`src/rtl/led_blinker_pkg.sv`:
```
// Shared definitions for the LED blink sequencer.
//   state_t            : FSM state encoding (IDLE/ON/OFF)
//   DEFAULT_*_CYCLES   : default phase lengths in clock periods
//   timer_width()      : bit width for a phase down-counter that must hold
//                        max_cycles-1 without wrapping
package led_blinker_pkg;

    typedef enum logic [1:0] {
        ST_IDLE = 2'd0,
        ST_ON   = 2'd1,
        ST_OFF  = 2'd2
    } state_t;

    localparam int unsigned DEFAULT_ON_CYCLES  = 5000000;
    localparam int unsigned DEFAULT_OFF_CYCLES = 5000000;

    // The timer is loaded with (cycles - 1) and counts down to zero, so it
    // only has to represent values up to max_cycles - 1.
    function automatic int unsigned timer_width(input int unsigned max_cycles);
        return (max_cycles > 1) ? $clog2(max_cycles) : 1;
    endfunction

endpackage

```
`src/rtl/led_blinker_phase_timer.sv`:
```
// Loadable down-counter used to time the ON and OFF phases.
//   clock        : system clock
//   reset        : asynchronous, active-high
//   load_i       : load strobe, takes priority over counting
//   load_value_i : value loaded on load_i
//   expired_o    : high while the count is zero
// The counter saturates at zero; it never wraps.
module phase_timer #(
    parameter int unsigned WIDTH = 8
) (
    input  logic             clock,
    input  logic             reset,
    input  logic             load_i,
    input  logic [WIDTH-1:0] load_value_i,
    output logic             expired_o
);

    logic [WIDTH-1:0] count_q;

    always_ff @(posedge clock or posedge reset) begin
        if (reset) begin
            count_q <= '0;
        end else if (load_i) begin
            count_q <= load_value_i;
        end else if (count_q != '0) begin
            count_q <= count_q - 1'b1;
        end
    end

    assign expired_o = (count_q == '0);

endmodule

```
`src/rtl/led_blinker.sv`:
```
// LED blink sequencer: on a trigger, blinks the LED blinkCount times
// (ON_CYCLES high, OFF_CYCLES low per blink), with one pending request slot.
//   clock      : system clock, rising edge
//   reset      : asynchronous, active-high
//   trigger    : single-cycle request pulse
//   blinkCount : blinks requested, sampled with trigger
//   abort      : synchronous cancel of active and pending sequences
//   led        : registered blink output
//   busy       : registered, high while a sequence runs
//   done       : registered single-cycle completion pulse
//   overrun    : registered single-cycle pulse when a request is dropped
//
// state | meaning
// IDLE  | no sequence running
// ON    | LED high, timing the ON phase
// OFF   | LED low, timing the OFF phase (also the one-cycle hop for a
//       | chained zero-count request)
module led_blinker
    import led_blinker_pkg::*;
#(
    parameter int unsigned ON_CYCLES  = DEFAULT_ON_CYCLES,
    parameter int unsigned OFF_CYCLES = DEFAULT_OFF_CYCLES
) (
    input  logic       clock,
    input  logic       reset,
    input  logic       trigger,
    input  logic [3:0] blinkCount,
    input  logic       abort,
    output logic       led,
    output logic       busy,
    output logic       done,
    output logic       overrun
);

    localparam int unsigned MAX_CYCLES = (ON_CYCLES > OFF_CYCLES) ? ON_CYCLES : OFF_CYCLES;
    localparam int unsigned TW         = timer_width(MAX_CYCLES);
    localparam logic [TW-1:0] ON_LOAD  = TW'(ON_CYCLES - 1);
    localparam logic [TW-1:0] OFF_LOAD = TW'(OFF_CYCLES - 1);

    state_t     state_q, state_d;
    logic [3:0] remaining_q, remaining_d;
    logic       pend_valid_q, pend_valid_d;
    logic [3:0] pend_count_q, pend_count_d;
    logic       led_q, led_d;
    logic       busy_q, busy_d;
    logic       done_q, done_d;
    logic       overrun_q, overrun_d;

    logic          tmr_load;
    logic [TW-1:0] tmr_value;
    logic          tmr_expired;
    logic          complete;
    logic [3:0]    next_count;

    phase_timer #(.WIDTH(TW)) u_phase_timer (
        .clock        (clock),
        .reset        (reset),
        .load_i       (tmr_load),
        .load_value_i (tmr_value),
        .expired_o    (tmr_expired)
    );

    // Last OFF cycle of the last blink (or the hop of a zero-count chain).
    assign complete   = (state_q == ST_OFF) && tmr_expired && (remaining_q <= 4'd1);
    assign next_count = pend_valid_q ? pend_count_q : blinkCount;

    always_ff @(posedge clock or posedge reset) begin
        if (reset) begin
            state_q      <= ST_IDLE;
            remaining_q  <= 4'd0;
            pend_valid_q <= 1'b0;
            pend_count_q <= 4'd0;
            led_q        <= 1'b0;
            busy_q       <= 1'b0;
            done_q       <= 1'b0;
            overrun_q    <= 1'b0;
        end else begin
            state_q      <= state_d;
            remaining_q  <= remaining_d;
            pend_valid_q <= pend_valid_d;
            pend_count_q <= pend_count_d;
            led_q        <= led_d;
            busy_q       <= busy_d;
            done_q       <= done_d;
            overrun_q    <= overrun_d;
        end
    end

    always_comb begin
        state_d      = state_q;
        remaining_d  = remaining_q;
        pend_valid_d = pend_valid_q;
        pend_count_d = pend_count_q;
        tmr_load     = 1'b0;
        tmr_value    = '0;

        if (abort) begin
            state_d      = ST_IDLE;
            remaining_d  = 4'd0;
            pend_valid_d = 1'b0;
            pend_count_d = 4'd0;
            tmr_load     = 1'b1;
        end else begin
            case (state_q)
                ST_IDLE: begin
                    if (trigger && (blinkCount != 4'd0)) begin
                        state_d     = ST_ON;
                        remaining_d = blinkCount;
                        tmr_load    = 1'b1;
                        tmr_value   = ON_LOAD;
                    end
                end
                ST_ON: begin
                    if (tmr_expired) begin
                        state_d   = ST_OFF;
                        tmr_load  = 1'b1;
                        tmr_value = OFF_LOAD;
                    end
                end
                ST_OFF: begin
                    if (tmr_expired && (remaining_q > 4'd1)) begin
                        state_d     = ST_ON;
                        remaining_d = remaining_q - 4'd1;
                        tmr_load    = 1'b1;
                        tmr_value   = ON_LOAD;
                    end else if (complete) begin
                        if (pend_valid_q || trigger) begin
                            pend_valid_d = 1'b0;
                            tmr_load     = 1'b1;
                            if (next_count != 4'd0) begin
                                state_d     = ST_ON;
                                remaining_d = next_count;
                                tmr_value   = ON_LOAD;
                            end else begin
                                // Zero-count chain: spend one busy cycle in
                                // OFF with an expired timer so it completes
                                // (with its own done pulse) on the next edge.
                                state_d     = ST_OFF;
                                remaining_d = 4'd0;
                            end
                        end else begin
                            state_d     = ST_IDLE;
                            remaining_d = 4'd0;
                        end
                    end
                end
                default: begin
                    state_d     = ST_IDLE;
                    remaining_d = 4'd0;
                end
            endcase

            // A request arriving mid-sequence goes to the empty pending slot;
            // on the completion edge it was already started directly above.
            if ((state_q != ST_IDLE) && trigger && !pend_valid_q && !complete) begin
                pend_valid_d = 1'b1;
                pend_count_d = blinkCount;
            end
        end
    end

    always_comb begin
        led_d     = 1'b0;
        busy_d    = 1'b0;
        done_d    = 1'b0;
        overrun_d = 1'b0;
        if (!abort) begin
            led_d     = (state_d == ST_ON);
            busy_d    = (state_d != ST_IDLE);
            done_d    = complete ||
                        ((state_q == ST_IDLE) && trigger && (blinkCount == 4'd0));
            overrun_d = (state_q != ST_IDLE) && trigger && pend_valid_q;
        end
    end

    assign led     = led_q;
    assign busy    = busy_q;
    assign done    = done_q;
    assign overrun = overrun_q;

endmodule

```
`config.mk`:
```
export PLATFORM = sky130hd
export DESIGN_NAME = led_blinker
export DESIGN_NICKNAME = d
export VERILOG_FILES = /design/src/rtl/led_blinker_pkg.sv /design/src/rtl/led_blinker_phase_timer.sv /design/src/rtl/led_blinker.sv
export SDC_FILE = /design/constraint.sdc
export NUM_CORES = 1
export LEC_CHECK = 0
export CELL_PAD_IN_SITES_DETAIL_PLACEMENT = 1
export CELL_PAD_IN_SITES_GLOBAL_PLACEMENT = 1
export CORE_UTILIZATION = 35
export CTS_CLUSTER_SIZE = 28
export DETAILED_ROUTE_END_ITERATION = 12
export MAX_ROUTING_LAYER = met4
export PLACE_DENSITY = 0.67
export SKIP_LAST_GASP = 1
export SYNTH_ARGS = -nofsm -noshare
export SYNTH_HDL_FRONTEND = slang
export SYNTH_SLANG_ARGS = --single-unit
```
`constraint.sdc`:
```
create_clock -name clock -period 3.6 [get_ports clock]
set_clock_uncertainty 0.05 [all_clocks]
set_input_delay 0.72 -clock clock [delete_from_list [all_inputs] [get_ports clock]]
set_output_delay 0.72 -clock clock [all_outputs]
set_load 0.02 [all_outputs]
```
==> flow_summary.toml, run 1 <==
[global_route]
track_usage = 0.211
grt_overflow = 0
grt_pass1_wl_um = 11700
grt_pass1_vias = 2262
grt_max_degree = 21
antenna_found_initial = 0

[route]
dr.pass1.iters = 4
met2WireLength_um = 3540
wl_met1_um = 3070
first_iter_violations = 75
avgViaCountPerCell = 5.85
drcViolationCount = 0
routed_wl_um = 6790
vias = 2218
ant_nets = 0
top_layer = "met4"
wl_per_cell_um = 17.9
met3_length_um = 162

[power_and_ir_drop]
total_power_mw = 1.39
leakagePower_nw = 1.15
cellPowerDensity_mw_per_mm2 = 492
ir_drop_mv = 0.131

[worst_setup_path]
rr_endpoint = "u_phase_timer.count_q[1]"
crit_type = "in -> reg"
ff2ff_path_depth = 5
crit_start = "blinkCount[0]"
reg2reg_from = "pend_valid_q"
arrival_ns = 3.07
crit_required_ns = 3.69
start_kind = "input port"
crit_path_end_kind = "flop"
r2r_slack_ns = 0.88
path_max_fanout = 13

[yosys]
syn-cell-area_mm2 = 0.00246
yosys_warnings = 0
synth_ff_type = "dfrtp_1"
yosysMostFrequentCell = "dfrtp_1"
seq_area_frac_synth = 0.387
ys_ff_latch = 38
yosysTopAreaCell = "dfrtp_1"
synth_area_leaders = "dfrtp_1, a21oi_1, nor2_1"
yosysTopAreaCellShare = 0.387
syn_inst = 270
syn_area_per_cell_um2 = 9.11
yosys-top-cells-count = "dfrtp_1, nor2_1, a21oi_1"
yosysUniqueCellTypes = 66
synth-edff-count = 0
synthArstFlopShare = 1.00
synth.net_count = 281

[cells_and_area]
seq_area_um2 = 951
multi_input_area_mm2 = 0.00142
drive_gt1_frac = 0.138
fill_cells = 798
area_delta_synth_final_pct = 15.3
fin_nets = 293
finalNonFillerCells = 379
antennaDiodeCount = 0

[sta]
slew_viol_final = 0
rsz0062_at_grt = "no"
slew_headroom = 0.386
worst_pin_slew_ns = 0.919
hold_viol = 0
fin_tns_setup_ns = 0
fmax_ghz = 0.336
fin_crit_sh = 0.828
setup_viol = 0
hold-worst-slack_ns = 0.512
post-route-min-period_ns = 2.98

[cts]
cts_buffers = 5
cts-root-buf = "clkbuf_8"
holdBufCountCts = 0
cts.clk_slew.worst_paths_ns = 0.09
cts_max_level = 2
worstSkewPairLatency_ns = 0.30
cts.sinks = 38
clock_path_buffers = 2
post_cts_buffers = 0
tritoncts = "yes"
cts_resized = 0

[placement]
portBuffers = 11
placedCellCount = 371
place.gp.congestion = 0.813
dpl.hpwl_um = 4970

[worst_hold_path]
hold-path-endpoint = "pend_count_q[2]"
whs_path_depth = 2
min_from = "pend_count_q[2]"
worstHoldPathType = "reg -> reg"

[status]
status = "finished, final reports clean"

[floorplanning]
coreArea_mm2 = 0.00679
die_area_mm2 = 0.00737
ios = 12
fp.dieH_um = 85.8
row_count = 30
start_util = 0.362
fp.dieW_um = 85.8

[flow_run]
cap_viol_max_count = 0
## cell families after synthesis
family / Yosys count / share of synthesized area
adders and majority gates: 3 / 0.0153
and+or+nand+nor: 110 / 0.264
xor gates and xnor gates: 15 / 0.0534
DFF: 38 / 0.387
muxes: 4 / 0.0163
AOI/OAI and AO/OA: 78 / 0.229
buffers and inverters: 22 / 0.0351
## metal layers
layer,vias up,global-route usage
met4,0,0.0485
met5,-,-
met2,30,0.353
li1,1042,-
met3,4,0.0327
met1,1142,0.269
## registers in the layout (all words and copies together) (netlist names)
signal	count
state_q	2
busy	1
done	1
led	1
u_phase_timer.count_q	23
remaining_q	4
pend_valid_q	1
pend_count_q	4
overrun	1
## cell type report
class / instances / area share
well taps: 96 / 0.0424
inverters: 7 / 0.00927
clock buffers: 5 / 0.0243
clock inverters: 3 / 0.0243
repair buffers: 20 / 0.0627
multi-input cells: 210 / 0.502
flip-flops and latches: 38 / 0.335
## cells in the final DEF, fill, tap and decap left out, types with 4 or more instances in the layout
cell type	count
inv_1	7
xnor2_1	4
buf_4	9
or2_2	4
or4_1	5
a211oi_1	5
nor3_1	9
o21ai_0	10
clkbuf_8	5
dfrtp_1	38
mux2i_1	4
o211ai_1	10
or3_1	4
a21oi_1	20
nand3_1	9
nand2_1	19
clkdlybuf4s50_1	11
nor2_1	26
xor2_1	11
nor4_1	7
## how the worst max path moves through the flow
stage | depth (start not counted) | slack (ns) | end
after floorplan | 7 | 1.31 | u_phase_timer.count_q[0]
after global placement | 6 | 0.35 | u_phase_timer.count_q[1]
after detailed placement | 6 | 0.31 | u_phase_timer.count_q[1]
after CTS | 6 | 0.62 | u_phase_timer.count_q[1]
after global routing | 6 | 0.45 | u_phase_timer.count_q[1]
final | 6 | 0.62 | u_phase_timer.count_q[1]
## power by group
part | switching, mW | internal (mW) | leakage (nW) | total, mW
Clock | 0.170 | 0.278 | 0.0683 | 0.448
Sequential | 0.0641 | 0.469 | 0.507 | 0.533
Combinational | 0.246 | 0.167 | 0.576 | 0.413
## critical path: stages
cell and delay (ns):
clkdlybuf4s50_1 0.48, o41a_1 0.52, o22ai_1 0.21, a2111oi_2 0.11
a211oi_2 0.82, a22oi_1 0.21
## metrics by stage
| stage | worst slack, ns | util | cell area [um^2] |
|---|---|---|---|
| final | 0.621 | 0.417 | 2840 |
| after global routing | 0.449 | 0.417 | 2840 |
| after CTS | 0.618 | 0.417 | 2840 |
| after detailed placement | 0.314 | 0.397 | 2700 |
| after global placement | 0.346 | 0.397 | 2700 |
| after floorplan | 1.31 | - | 2460 |
Power figures use the tool's default switching activity.
==> run 2: changes to the inputs <==
--- a/config.mk
+++ b/config.mk
@@ -11,7 +11,7 @@
 export CTS_CLUSTER_SIZE = 28
 export DETAILED_ROUTE_END_ITERATION = 12
 export MAX_ROUTING_LAYER = met4
-export PLACE_DENSITY = 0.67
+export PLACE_DENSITY = 0.69
 export SKIP_LAST_GASP = 1
 export SYNTH_ARGS = -nofsm -noshare
 export SYNTH_HDL_FRONTEND = slang
==> constraint.sdc (replaced) <==
create_clock -name clock -period 2.45 [get_ports clock]
set_clock_uncertainty 0.05 [all_clocks]
set_input_delay 0.49 -clock clock [delete_from_list [all_inputs] [get_ports clock]]
set_output_delay 0.49 -clock clock [all_outputs]
set_load 0.02 [all_outputs]
==> run 2 against run 1 <==
  * Clock-buffer cell count rose by 2
  * Critical path depth grew 1
  * Sequential share of layout area decreased by 1.9 points
  * Power is 38% higher
  * Sequential cell count is the same
  * First-iteration DRC count increased by 37%
  * Highest routed layer unchanged
  * Clock power is 2% higher
  * Die area stayed put
  * Hold slack lost 0.0094 ns
  * Core utilization grew 2.4 points
  * Register-to-register slack lost 0.74 ns
==> flow_summary.toml, run 2 (synthesis results as in run 1) <==
[status]
status = "finished, final reports clean"

[worst_hold_path]
min_from = "pend_count_q[2]"
worstHoldPathType = "reg -> reg"
hold-path-endpoint = "pend_count_q[2]"
whs_path_depth = 2

[cts]
cts-root-buf = "clkbuf_8"
cts_max_level = 2
cts.sinks = 38
cts.clk_slew.worst_paths_ns = 0.08
clock_path_buffers = 2
holdBufCountCts = 0
cts_buffers = 5
worstSkewPairLatency_ns = 0.30
tritoncts = "yes"

[cells_and_area]
largest_register_ffs = 23
fin_util = 0.442
antennaDiodeCount = 0
multi_input_area_mm2 = 0.00146
final_common_cell = "dfrtp_1"
fill_cells = 820
fin_nets = 317
seq_area_um2 = 951
layout_common_cells = "dfrtp_1, buf_4, nor2_1, a21oi_1, nand2_1"
drive_gt1_frac = 0.212
area_delta_synth_final_pct = 22.0
reg.largest.list = "u_phase_timer.count_q: 23 flops, pend_count_q: 4 flops, remaining_q: 4 flops"
regMostFlops = "u_phase_timer.count_q"

[floorplanning]
fp.dieH_um = 85.8
start_util = 0.362
row_count = 30
ios = 12
coreArea_mm2 = 0.00679
die_area_mm2 = 0.00737
fp.dieW_um = 85.8

[worst_setup_path]
crit_required_ns = 2.58
path_max_fanout = 8
ff2ff_path_depth = 9
rr_endpoint = "u_phase_timer.count_q[9]"
arrival_ns = 2.53
crit_slowest_cell = "o41a_1"
crit_path_end_kind = "flop"
cp_slowest_stage_delay_ns = 0.51
crit_type = "in -> reg"
r2r_slack_ns = 0.14
path_cells = "clkdlybuf4s50_1, o41a_1, o22ai_1, a2111oi_4, a211oi_2, buf_4, a21oi_1"
reg2reg_from = "remaining_q[0]"
start_kind = "input port"

[power_and_ir_drop]
ir_drop_mv = 0.225
total_power_mw = 1.93
cellPowerDensity_mw_per_mm2 = 642
leakagePower_nw = 1.25

[sta]
slew_headroom = 0.663
worst_pin_slew_ns = 0.505
rsz0062_at_grt = "yes"
post-route-min-period_ns = 2.40
hold_viol = 0
fin_crit_sh = 0.979
fmax_ghz = 0.417
fin_tns_setup_ns = 0
slew_viol_final = 0
setup_viol = 0

[route]
avgViaCountPerCell = 5.57
vias = 2246
routed_wl_um = 6830
drcViolationCount = 0
wl_per_cell_um = 16.9
ant_nets = 0
first_iter_violations = 103
dr.pass1.iters = 4

[placement]
place.gp.congestion = 0.816
dpl.hpwl_um = 5080
portBuffers = 11

[global_route]
grt_pass1_wl_um = 12000
track_usage = 0.215
grt_overflow = 0
grt_pass1_vias = 2366
antenna_found_initial = 0
grt_max_degree = 39

[flow_run]
cap_viol_max_count = 0
-- run 2: worst max path at each step --
| stage | startpoint | end | cells after the start |
|---|---|---|---|
| 2_1_floorplan | u_phase_timer.count_q[0] | remaining_q[3] | 7 |
| 3_3_place_gp | blinkCount[0] | u_phase_timer.count_q[0] | 7 |
| 3_5_place_dp | blinkCount[0] | u_phase_timer.count_q[3] | 7 |
| 4_1_cts | u_phase_timer.count_q[0] | remaining_q[1] | 7 |
| 5_1_grt | u_phase_timer.count_q[0] | u_phase_timer.count_q[19] | 10 |
| 6_report | blinkCount[0] | u_phase_timer.count_q[9] | 7 |
-- run 2: critical path, delay by kind of cell --
kind                   cells  cell delay (ns)
buffers and inverters      2             0.67
AOI/OAI and AO/OA          5             1.35
-- run 2: per-stage QoR --
stage,worst slack (ns),cell area (um^2),hold WS [ns],std cells
2_1_floorplan,0.205,2460,0.454,270
3_3_place_gp,-0.0719,2870,0.484,394
3_5_place_dp,-0.125,2870,0.495,394
4_1_cts,0.0370,2960,0.512,402
5_1_grt,-0.0216,3000,0.541,403
6_report,0.0512,3000,0.503,403
-- run 2: area by class of cell --
type,count,share of cell area
tap,96,0.0400
inverter,7,0.00875
multi-input combinational,210,0.485
clock inverter,1,0.00167
sequential,38,0.317
timing repair buffer,44,0.119
clock buffer,7,0.0288
-- run 2: what timing repair did --
item,CTS,global route
resized for setup,0,5
endpoints found under the setup margin,0,22
setup buffers,0,1
-- run 2: power breakdown --
| part | leakage (nW) | total (mW) | internal [mW] | switching (mW) |
|---|---|---|---|---|
| clock | 0.0482 | 0.455 | 0.227 | 0.228 |
| sequential | 0.507 | 0.779 | 0.690 | 0.0893 |
| combinational | 0.696 | 0.692 | 0.308 | 0.385 |
| total | 1.25 | 1.93 | 1.22 | 0.702 |
-- run 2: metal layers --
layer  up-vias  track usage  part of all wire
met4         0       0.0606             0.015
met2        15        0.361              0.50
met1      1133        0.271              0.47
met3         8       0.0318             0.015
li1       1090            -                 -
met5         -            -                 0
